==> config.mk <==
export PLATFORM = sky130hd
export DESIGN_NAME = superfsm_spec_flat
export DESIGN_NICKNAME = d
export VERILOG_FILES = /design/src/rtl/superfsm_spec_if.sv /design/src/rtl/superfsm_spec.sv /design/src/flat_wrapper.sv
export SDC_FILE = /design/constraint.sdc
export NUM_CORES = 1
export LEC_CHECK = 0
export ABC_AREA = 0
export CAP_MARGIN = 30
export CELL_PAD_IN_SITES_DETAIL_PLACEMENT = 0
export CELL_PAD_IN_SITES_GLOBAL_PLACEMENT = 1
export CORE_MARGIN = 10
export CORE_UTILIZATION = 37
export DETAILED_ROUTE_END_ITERATION = 10
export PLACE_DENSITY_LB_ADDON = 0.05
export SYNTH_ARGS = -nofsm -noshare
export SYNTH_HDL_FRONTEND = slang
export SYNTH_SLANG_ARGS = --single-unit
==> constraint.sdc <==
create_clock -name clock -period 3.35 [get_ports clock]
set_input_delay 1.005 -clock clock [delete_from_list [all_inputs] [get_ports clock]]
set_output_delay 1.005 -clock clock [all_outputs]
set_load 0.03 [all_outputs]
==> src/rtl/superfsm_spec_if.sv <==
// Vending-machine bus: product select and coin inputs, dispense strobe and change outputs.
interface superfsm_spec_if;
    logic [3:0] P;
    logic [2:0] D;
    logic [3:0] OUT;
    logic [2:0] VF;

    modport master (output P, D, input OUT, VF);
    modport slave  (input P, D, output OUT, VF);
endinterface

==> src/rtl/superfsm_spec.sv <==
// Vending FSM: rising-edge product select and coin accumulation, one-clock registered dispense with change.
// OUT/VF appear right after the clock edge that samples the completing coin; no backpressure.
module superfsm_spec (
    input  logic            clock,
    input  logic            reset,
    superfsm_spec_if.slave  bus
);

    typedef enum logic [1:0] {IDLE, PAY, DISPENSE} state_t;

    state_t     state_q, state_d;
    logic [3:0] prev_p_q;
    logic [2:0] prev_d_q;
    logic [1:0] prod_q, prod_d;
    logic [3:0] price_q, price_d;
    logic [3:0] credit_q, credit_d;
    logic [3:0] out_q, out_d;
    logic [2:0] vf_q, vf_d;

    logic [3:0] p_edge;
    logic [2:0] d_edge;
    logic [3:0] coin_sum;
    logic [4:0] total;
    logic       p_onehot;

    assign p_edge   = bus.P & ~prev_p_q;
    assign d_edge   = bus.D & ~prev_d_q;
    assign coin_sum = {3'b000, d_edge[0]}
                    + (d_edge[1] ? 4'd2 : 4'd0)
                    + (d_edge[2] ? 4'd5 : 4'd0);
    // Credit never exceeds price-1, so a 5-bit sum cannot overflow.
    assign total    = {1'b0, credit_q} + {1'b0, coin_sum};
    assign p_onehot = (p_edge != 4'b0000) && ((p_edge & (p_edge - 4'd1)) == 4'b0000);

    always_comb begin
        state_d  = state_q;
        prod_d   = prod_q;
        price_d  = price_q;
        credit_d = credit_q;
        out_d    = 4'b0000;
        vf_d     = 3'b000;
        case (state_q)
            IDLE: begin
                if (p_onehot) begin
                    credit_d = 4'd0;
                    state_d  = PAY;
                    case (p_edge)
                        4'b0001: begin prod_d = 2'd0; price_d = 4'd1;  end
                        4'b0010: begin prod_d = 2'd1; price_d = 4'd5;  end
                        4'b0100: begin prod_d = 2'd2; price_d = 4'd10; end
                        default: begin prod_d = 2'd3; price_d = 4'd11; end
                    endcase
                end
            end
            PAY: begin
                if (total >= {1'b0, price_q}) begin
                    state_d = DISPENSE;
                    out_d   = 4'b0001 << prod_q;
                    vf_d    = 3'(total - {1'b0, price_q});
                end else begin
                    credit_d = total[3:0];
                end
            end
            DISPENSE: begin
                state_d  = IDLE;
                credit_d = 4'd0;
            end
            default: state_d = IDLE;
        endcase
    end

    always_ff @(posedge clock or negedge reset) begin
        if (!reset) begin
            state_q  <= IDLE;
            prev_p_q <= 4'b0000;
            prev_d_q <= 3'b000;
            prod_q   <= 2'd0;
            price_q  <= 4'd0;
            credit_q <= 4'd0;
            out_q    <= 4'b0000;
            vf_q     <= 3'b000;
        end else begin
            state_q  <= state_d;
            prev_p_q <= bus.P;
            prev_d_q <= bus.D;
            prod_q   <= prod_d;
            price_q  <= price_d;
            credit_q <= credit_d;
            out_q    <= out_d;
            vf_q     <= vf_d;
        end
    end

    assign bus.OUT = out_q;
    assign bus.VF  = vf_q;

endmodule

==> src/flat_wrapper.sv <==
// flat-port wrapper written by rule: the top's interface ports become plain ports
module superfsm_spec_flat 
  (clock, reset, bus_P, bus_D, bus_OUT, bus_VF);
  superfsm_spec_if bus_i ();
  input  logic clock;
  input  logic reset;
  input wire logic [$bits(bus_i.P)-1:0] bus_P;
  input wire logic [$bits(bus_i.D)-1:0] bus_D;
  output wire logic [$bits(bus_i.OUT)-1:0] bus_OUT;
  output wire logic [$bits(bus_i.VF)-1:0] bus_VF;
  assign bus_i.P = bus_P;
  assign bus_i.D = bus_D;
  assign bus_OUT = bus_i.OUT;
  assign bus_VF = bus_i.VF;
  superfsm_spec u_core (.clock(clock), .reset(reset), .bus(bus_i));
endmodule
==> impl_metrics.yaml <==
yosys:
  ys_ff_latch: 24
  seq_area_frac_synth: 0.4516
  avgSynthCellArea_um2: 10.15
  syn_inst: 131
  synth.distinct_cells: 33
  synth_top_area_frac: 0.4516
  synthArstFlopShare: 1.000
  synth_warnings: 0
  synth_area_leaders: "dfrtp_1, ha_1, nand2_1, nor2_1, a21oi_1"
  synth_top_cell_by_area: "dfrtp_1"
  yosysMostFrequentCell: "dfrtp_1"
  syn_nets: 152
  synth-edff-count: 0
  synth_common_cells: "dfrtp_1, nand2_1, nor2_1"
  synth_ff_type: "dfrtp_1"
  syn_area_mm2: 0.001330
sta:
  rsz0062_at_grt: "true"
  fmax_ghz: 0.3014
  slew_viol_final: 0
  period_minus_slack_ps: 3318
  finalCritPeriodShare: 0.9905
  max-slew-margin-rel: 0.6275
  tightestPinTransition_ps: 554.5
  finalSetupViolCount: 0
  finalHoldViolCount: 0
  skew_ps: 13.68
clock_tree:
  cts_tree: "built"
  cts_max_path_buffers: 2
  cts.sinks: 24
  clk_pin_slew_worst_paths_ps: 130
  h-tree-depth: 1
  cts_root_buffer: "clkbuf_4"
  clock_latency_ps: 310
  cts_buffers: 3
critical_path:
  critPathRequiredTime_ps: 3600
  slowest_stage: "ha_1"
  r2r_start: "u_core.prev_d_q[0]"
  path_buf_inv: 1
  endpoint_kind: "flop"
  cpPeakStageDelay_ps: 330
  crit_start: "bus_D[1]"
  cp.depth: 13
  reg2regPathDepth: 13
  cp_common_cell: "ha_4"
  reg2reg_to: "u_core.credit_q[0]"
  cp-start-kind: "primary input"
  path_class: "primary input to flop"
  cp_top_family: "adder cells"
  critPathMaxFanout: 7
  crit_end: "u_core.credit_q[0]"
  r2r_slack_ps: 420
  cp_cell_sequence: "dlygate4sd2_1 > nor2b_4 > ha_4 > ha_4 > a21o_1 > a21oi_2 > xnor2_2 > ha_1 > a211oi_2 > and2_4 > o211ai_4 > mux2_4 > o21ai_2"
  crit_arrival_ps: 3570
place:
  dp.cells: 204
  dpl_cell_area_mm2: 0.001684
  place_congestion: 0.8169
  port_buffers: 15
  hpwl_mm: 2.276
cells_and_area:
  drive_gt1_frac: 0.2393
  fin_util: 0.5172
  fin_area_mm2: 0.001767
  stdcell_count: 209
  syn_to_final_growth_pct: 32.83
  nets: 185
  diodes: 0
power:
  p_leak_nw: 0.8294
  peakVddDrop_v: 0.0003591
  p_per_area_mw_per_mm2: 851.5
  total_power_mw: 1.504
global_route:
  grt_max_degree: 25
  first_global_vias: 1011
  grt.total_usage: 0.09415
  grt_first_pass_wirelength_mm: 4.857
  antenna_found_initial: 0
  grt_remaining_overflow: 0
floorplan:
  die_area_mm2: 0.006393
  pin_count: 16
  fp-row-count: 21
  core_mm2: 0.003416
  die_width_um: 79.96
  die_y_um: 79.96
  initial_core_util: 0.3894
detailed_routing:
  wl_per_cell_um: 13.75
  routed_wl_mm: 2.874
  drtAntennaViolNets: 0
  route.detailed.drc: 0
  drt_iter0_drc: 29
  vias: 1018
  viasPerCell: 4.871
  dr.pass1.iters: 4
run:
  drv_cap: 0
run_status:
  status: "complete, no violations"
min_path:
  min_path_type: "flop to flop"
-- final cells by class --
type | count | area [µm²]
multi-input combinational | 98 | 789.5
inverter | 9 | 33.78
timing repair buffer | 28 | 249.0
fill | 334 | 1649
clock buffer | 4 | 36.28
tap | 46 | 57.56
sequential | 24 | 600.6
-- layer usage --
| metal | share of wire | up-vias | GRT usage |
|---|---|---|---|
| met5 | 0 | - | 0 |
| met4 | 0.0073 | 0 | 0.02113 |
| met3 | 0.041 | 2 | 0.03153 |
| met2 | 0.51 | 17 | 0.1581 |
| met1 | 0.44 | 482 | 0.1130 |
| li1 | - | 517 | - |
-- worst register-to-register path: stages (launching register included) --
cell and delay, ps:
dfrtp_1 420, nor2b_4 150, ha_4 160, ha_4 210
ha_4 220, a21o_1 180, a21oi_2 160, xnor2_2 100
ha_1 330, a211oi_2 260, and2_4 190, o211ai_4 120
mux2_4 330, o21ai_2 50
-- worst min-delay path by stage --
stage                 startpoint           endpoint  depth (start not counted)
2_1_floorplan  u_core.price_q[2]  u_core.price_q[2]                          2
6_report       u_core.price_q[2]  u_core.price_q[2]                          2
3_3_place_gp   u_core.price_q[2]  u_core.price_q[2]                          2
3_5_place_dp   u_core.price_q[2]  u_core.price_q[2]                          2
5_1_grt        u_core.price_q[2]  u_core.price_q[2]                          2
4_1_cts        u_core.price_q[2]  u_core.price_q[2]                          2
-- registers in the layout, summed over array words and instances (netlist names) --
register         flops
u_core.prev_d_q      3
u_core.credit_q      4
u_core.prod_q        1
u_core.bus.OUT       4
u_core.price_q       3
u_core.bus.VF        3
u_core.prev_p_q      4
u_core.state_q       2
-- timing repair --
| item | 4_1_cts | 5_1_grt |
|---|---|---|
| gates cloned | 0 | 0 |
| resized for setup | 9 | 8 |
| hold buffers | 0 | 0 |
| buffers inserted | 1 | 1 |
| pin swaps | 9 | 9 |
| setup endpoints to repair | 13 | 12 |
-- where the power goes --
| group | total [mW] | internal [mW] | switching [mW] | leakage [nW] |
|---|---|---|---|---|
| Clock | 0.148 | 0.0663 | 0.0821 | 0.0210 |
| Sequential | 0.442 | 0.371 | 0.0706 | 0.303 |
| Combinational | 0.914 | 0.459 | 0.454 | 0.506 |
-- placed cells by master, fill, tap and decap left out, types with 5 or more instances in the layout --
cell type / n
nand2_1: 13
inv_1: 9
nand2b_1: 5
buf_4: 13
a21oi_1: 7
ha_1: 6
nand3_1: 5
nor2_1: 12
clkdlybuf4s50_1: 12
dfrtp_1: 24
-- per-stage QoR --
step / TNS [ps] / worst slack (ps) / hold WS, ps
floorplan: -70.73 / -70.73 / 456.0
global placement: -6638 / -626.8 / 491.9
detailed placement: -7461 / -718.7 / 494.2
CTS: 0 / 7.099 / 527.3
global route: -127.4 / -52.48 / 567.3
finish: 0 / 31.67 / 514.9
-- cell families (layout without fill, tap and decap cells) --
family                   Yosys count  count (layout)  synth area share
flip-flops                        24              24            0.4516
multiplexers                       3               3           0.02634
AND/OR/NAND/NOR                   53              53            0.1994
buffers and inverters              9              41           0.02540
AO/OA/AOI/OAI                     25              25            0.1402
XOR/XNOR                           5               5           0.03293
adder cells (fa/ha/maj)           12              12            0.1242
No activity file was read; power rests on OpenSTA's default activity.
